**config.mk**
```make
export PLATFORM = sky130hd
export DESIGN_NAME = circuit_bist_driver
export DESIGN_NICKNAME = d
export VERILOG_FILES = /design/src/rtl/circuit_bist_driver.sv
export SDC_FILE = /design/constraint.sdc
export NUM_CORES = 1
export LEC_CHECK = 0
export CORE_ASPECT_RATIO = 1.4
export CORE_MARGIN = 2
export CORE_UTILIZATION = 35
export DETAILED_ROUTE_END_ITERATION = 10
export GPL_TIMING_DRIVEN = 1
export HOLD_SLACK_MARGIN = 0.03
export PLACE_DENSITY_LB_ADDON = 0.15
export SETUP_SLACK_MARGIN = 0.15
export SLEW_MARGIN = 20
export SYNTH_ARGS = -nofsm -noshare
export SYNTH_HDL_FRONTEND = slang
export SYNTH_SLANG_ARGS = --single-unit
```
**constraint.sdc**
```tcl
create_clock -name clk -period 2 [get_ports clk]
set_input_delay 0.3 -clock clk [delete_from_list [all_inputs] [get_ports clk]]
set_output_delay 0.3 -clock clk [all_outputs]
set_load 0.005 [all_outputs]
```
**src/rtl/circuit_bist_driver.sv**
```systemverilog
// circuit_bist_driver: LFSR pattern source and 16-bit MISR response compactor
// for 12-input / 4-output combinational test circuits.
module circuit_bist_driver #(
    parameter int          NUM_PAT    = 256,
    parameter logic [11:0] LFSR_SEED  = 12'hACE,
    parameter logic [15:0] GOLDEN_SIG = 16'h0000
) (
    input  logic        clk,
    input  logic        rst_n,
    input  logic        start,
    output logic [11:0] pat_out,
    input  logic [3:0]  resp_in,
    output logic        busy,
    output logic        done,
    output logic        pass,
    output logic [15:0] signature,
    output logic [15:0] pat_cnt
);

    // An all-zero LFSR would lock up, so a zero seed is promoted to 1.
    localparam logic [11:0] SEED = (LFSR_SEED == 12'h000) ? 12'h001 : LFSR_SEED;
    localparam logic [15:0] NPAT = 16'(NUM_PAT);

    typedef enum logic [1:0] {
        IDLE = 2'd0,
        RUN  = 2'd1,
        DONE = 2'd2
    } state_t;

    state_t      state;
    logic [11:0] lfsr;
    logic [15:0] sig;
    logic [15:0] cnt;
    logic        busy_q;
    logic        done_q;
    logic [15:0] cnt_nx;
    logic [15:0] sig_nx;
    logic [11:0] lfsr_nx;

    // Next-step values used while running.
    always_comb begin
        cnt_nx  = cnt + 16'd1;
        sig_nx  = {sig[14:0], sig[15] ^ sig[14] ^ sig[12] ^ sig[3]}
                  ^ {12'h000, resp_in};
        lfsr_nx = {lfsr[10:0], lfsr[11] ^ lfsr[5] ^ lfsr[3] ^ lfsr[0]};
    end

    // Run-control FSM with registered status flags; start only acts outside RUN.
    always_ff @(posedge clk or negedge rst_n) begin
        if (!rst_n) begin
            state  <= IDLE;
            lfsr   <= SEED;
            sig    <= 16'h0000;
            cnt    <= 16'h0000;
            busy_q <= 1'b0;
            done_q <= 1'b0;
        end else begin
            unique case (state)
                IDLE, DONE: begin
                    if (start) begin
                        state  <= RUN;
                        lfsr   <= SEED;
                        sig    <= 16'h0000;
                        cnt    <= 16'h0000;
                        busy_q <= 1'b1;
                        done_q <= 1'b0;
                    end
                end
                RUN: begin
                    sig  <= sig_nx;
                    lfsr <= lfsr_nx;
                    cnt  <= cnt_nx;
                    if (cnt_nx == NPAT) begin
                        state  <= DONE;
                        busy_q <= 1'b0;
                        done_q <= 1'b1;
                    end
                end
                default: begin
                    state  <= IDLE;
                    busy_q <= 1'b0;
                    done_q <= 1'b0;
                end
            endcase
        end
    end

    // Outputs decoded from registered state only.
    always_comb begin
        pat_out   = busy_q ? lfsr : 12'h000;
        busy      = busy_q;
        done      = done_q;
        pass      = done_q & (sig == GOLDEN_SIG);
        signature = sig;
        pat_cnt   = cnt;
    end

endmodule

```
==> impl_metrics.json <==
{
  "drt-vias-per-instance": 5.25,
  "max_freq_mhz": 536,
  "power-per-cell-area_nw_per_um2": 755,
  "timing.critical_path.from_type": "flop",
  "outcome": "complete, no violations",
  "place_ws_ns": 0.0560,
  "placedInstanceArea_um2": 3280,
  "worstPathArrival_ns": 2.07,
  "hold_viol_final": 0,
  "synthesis.instances": 259,
  "layout_common_cells": "51 x sky130_fd_sc_hd__clkdlybuf4s50_1, 35 x sky130_fd_sc_hd__dfrtp_1, 32 x sky130_fd_sc_hd__o21ai_0, 32 x sky130_fd_sc_hd__buf_4, 27 x sky130_fd_sc_hd__nand2_1",
  "synth_xor_xnor_area_share_pct": 3.49,
  "timing.final.max_slew_violations": 0,
  "synth_enable_flop_cells": 0,
  "synthesis.yosys.warnings": 0,
  "setup.worst_path.class": "reg -> reg",
  "grt_usage_pct": 17.7,
  "floorplan.die.height_um": 104,
  "synth_compound_area_share_pct": 19.8,
  "worst_setup_path_end_kind": "flop",
  "flow.area_growth_from_synthesis_pct": 40.5,
  "timing.final.setup_violations": 0,
  "tritoncts": "yes",
  "syn-num-nets": 269,
  "drt_iter0_markers": 198,
  "grt_antenna_before_repair": 0,
  "yosys.area_share.simple_pct": 22.7,
  "worst_voltage_drop_across_the_vdd_grid_v": 0.000761,
  "floorplan.io_pins": 54,
  "drt-total-wl_mm": 6.54,
  "cts_made_buffers": 5,
  "fin_setup_tns_ns": 0,
  "skew_ns": 0.00785,
  "number_of_buffers_added_on_ports": 53,
  "post-route-cell-area_um2": 3520,
  "worstPathRequired_ns": 2.21,
  "grt_pass1_vias": 2222,
  "wl_per_cell_um": 15.1,
  "core_region_area_um2": 6940,
  "initial_core_util_pct": 36.1,
  "numClockSinks": 47,
  "ys_ff_latch": 47,
  "post-route-worst-setup-slack_ns": 0.134,
  "ys_seq_area_share_pct": 47.3,
  "power_leakage_uw": 0.00137,
  "worst-r2r-setup-slack_ns": 0.13,
  "max-slew-margin-rel_pct": 64.9,
  "global_route.overflow_total": 0,
  "first_pass_grt_wire_length_mm": 11.0,
  "muxShareOfSynthArea_pct": 0.399,
  "ys.flop_type": "sky130_fd_sc_hd__dfrtp_1",
  "clk_transition_reported_paths_ns": 0.09,
  "detail_route.first_pass.iterations": 4,
  "insertion_delay_ns": 0.30,
  "min_path_type": "in -> async",
  "final.period_utilization_pct": 93.3,
  "layout-drive-gt1-share_pct": 21.8,
  "die-area_um2": 7860,
  "grt_start_max_net_pins": 27,
  "route.antenna.remaining_nets": 0,
  "dominant_combinational_cell_family_by_area_after_synthesis": "simple AND/OR/NAND/NOR gates",
  "detailed_route_drc_error_count": 0,
  "max_cap_violations": 0,
  "final_common_cell": "sky130_fd_sc_hd__clkdlybuf4s50_1",
  "post_layout_min_period_ns": 1.87,
  "grt_setup_unrepaired": "true",
  "die_w_um": 75.5,
  "weighted_congestion_at_the_end_of_routability_driven_global_placement": 0.825,
  "place_hpwl_mm": 4.43,
  "worstMarginPinSlew_ns": 0.526,
  "synthesis.area_um2": 2510,
  "max-clock-path-buffers": 2,
  "yosys.cell_types.count": 48,
  "floorplan.rows": 36,
  "design.final.nets": 348,
  "htreeDepth": 2,
  "total_inserted_antenna_cells": 0,
  "fillerInstances": 722,
  "synth_adder_area_share_pct": 1.50,
  "critical_path_fanouts_max": 10,
  "ctsRootBufferMaster": "sky130_fd_sc_hd__clkbuf_8",
  "syn-mean-instance-area_um2": 9.68,
  "synth-async-reset-ratio_pct": 100,
  "vias": 2280
}
[routing by layer]
metal  GRT usage (%)  wire [µm]  share of wire [%]
met5               0          0                  0
met4            5.39         93                1.4
met3            2.62        254                3.9
met2            28.3       3270                 50
met1            24.2       2920                 45
[worst max-delay path, stage by stage (launching register included)]
cell                      delay (ns)
sky130_fd_sc_hd__dfrtp_2        0.51
sky130_fd_sc_hd__nand4_4        0.19
sky130_fd_sc_hd__buf_4          0.18
sky130_fd_sc_hd__a21o_2         0.20
sky130_fd_sc_hd__a21oi_1        0.14
sky130_fd_sc_hd__o21ai_0        0.10
sky130_fd_sc_hd__and4b_2        0.25
sky130_fd_sc_hd__o32ai_1        0.21
[Yosys cell counts, types with 6 or more instances]
master | n | share of area, %
sky130_fd_sc_hd__and2_1 | 14 | 3.5
sky130_fd_sc_hd__clkbuf_1 | 10 | 1.5
sky130_fd_sc_hd__nand4_1 | 8 | 2.0
sky130_fd_sc_hd__dfstp_2 | 7 | 7.3
sky130_fd_sc_hd__nand2_1 | 27 | 4.0
sky130_fd_sc_hd__a22o_1 | 15 | 5.2
sky130_fd_sc_hd__nor2_1 | 13 | 1.9
sky130_fd_sc_hd__o22a_1 | 7 | 2.4
sky130_fd_sc_hd__o21ai_0 | 35 | 7.0
sky130_fd_sc_hd__dfrtp_1 | 40 | 40
sky130_fd_sc_hd__xnor2_1 | 10 | 3.5
sky130_fd_sc_hd__nand3_1 | 9 | 1.8
sky130_fd_sc_hd__nor3_1 | 6 | 1.2
[registers in the layout, summed over array words and instances, names as in the netlist]
| name | count |
|---|---|
| signature | 16 |
| lfsr | 12 |
| pat_cnt | 16 |
| busy | 1 |
| state | 2 |
[final cells by class]
type,instances,area [µm²],share of cell area [%]
clock buffer,6,72.6,2.06
inverter,5,18.8,0.533
tap,95,119,3.37
clock inverter,2,12.5,0.355
timing repair buffer,91,836,23.7
multi-input combinational,188,1270,36.1
sequential,47,1190,33.8
[repair_timing]
| item | 4_1_cts | 5_1_grt |
|---|---|---|
| gates resized for setup | 8 | 14 |
| pin swaps | 7 | 4 |
| buffers inserted | 6 | 7 |
| hold endpoints to repair | 14 | 0 |
| hold buffers | 1 | 0 |
| setup endpoints to repair | 17 | 4 |
[stage by stage]
step	hold slack, ns	instances	utilization [%]	power (µW)
final	0.515	434	50.8	2660
after detailed placement	0.303	412	47.3	2060
after floorplan	0.00441	259	-	1580
after global placement	0.311	412	47.3	2050
after CTS	0.520	427	49.6	2670
after global routing	0.547	434	50.8	2820
[final timing paths]
| path | from | end | cells after the start |
|---|---|---|---|
| min reg2reg | state[0] | busy | 1 |
| max | pat_cnt[3] | busy | 7 |
| max in group asynchronous | rst_n | busy | 3 |
| min | rst_n | pat_cnt[4] | 2 |
| max reg2reg | pat_cnt[3] | busy | 7 |
| min in group clk | state[0] | busy | 1 |
[cells by family (layout without fill, tap and decap cells)]
family,Yosys count,count (layout)
compound gates,75,75
xor+xnor,10,10
fa+ha+maj,3,3
buf+inv,24,104
flops,47,47
mux,1,1
simple gates,99,99
[report_power, final]
group	total, µW	switching, µW	internal [µW]
Combinational	769	244	526
Clock	579	334	245
Sequential	1310	190	1120
Total	2660	767	1890
(Power assumes the default switching activity.)
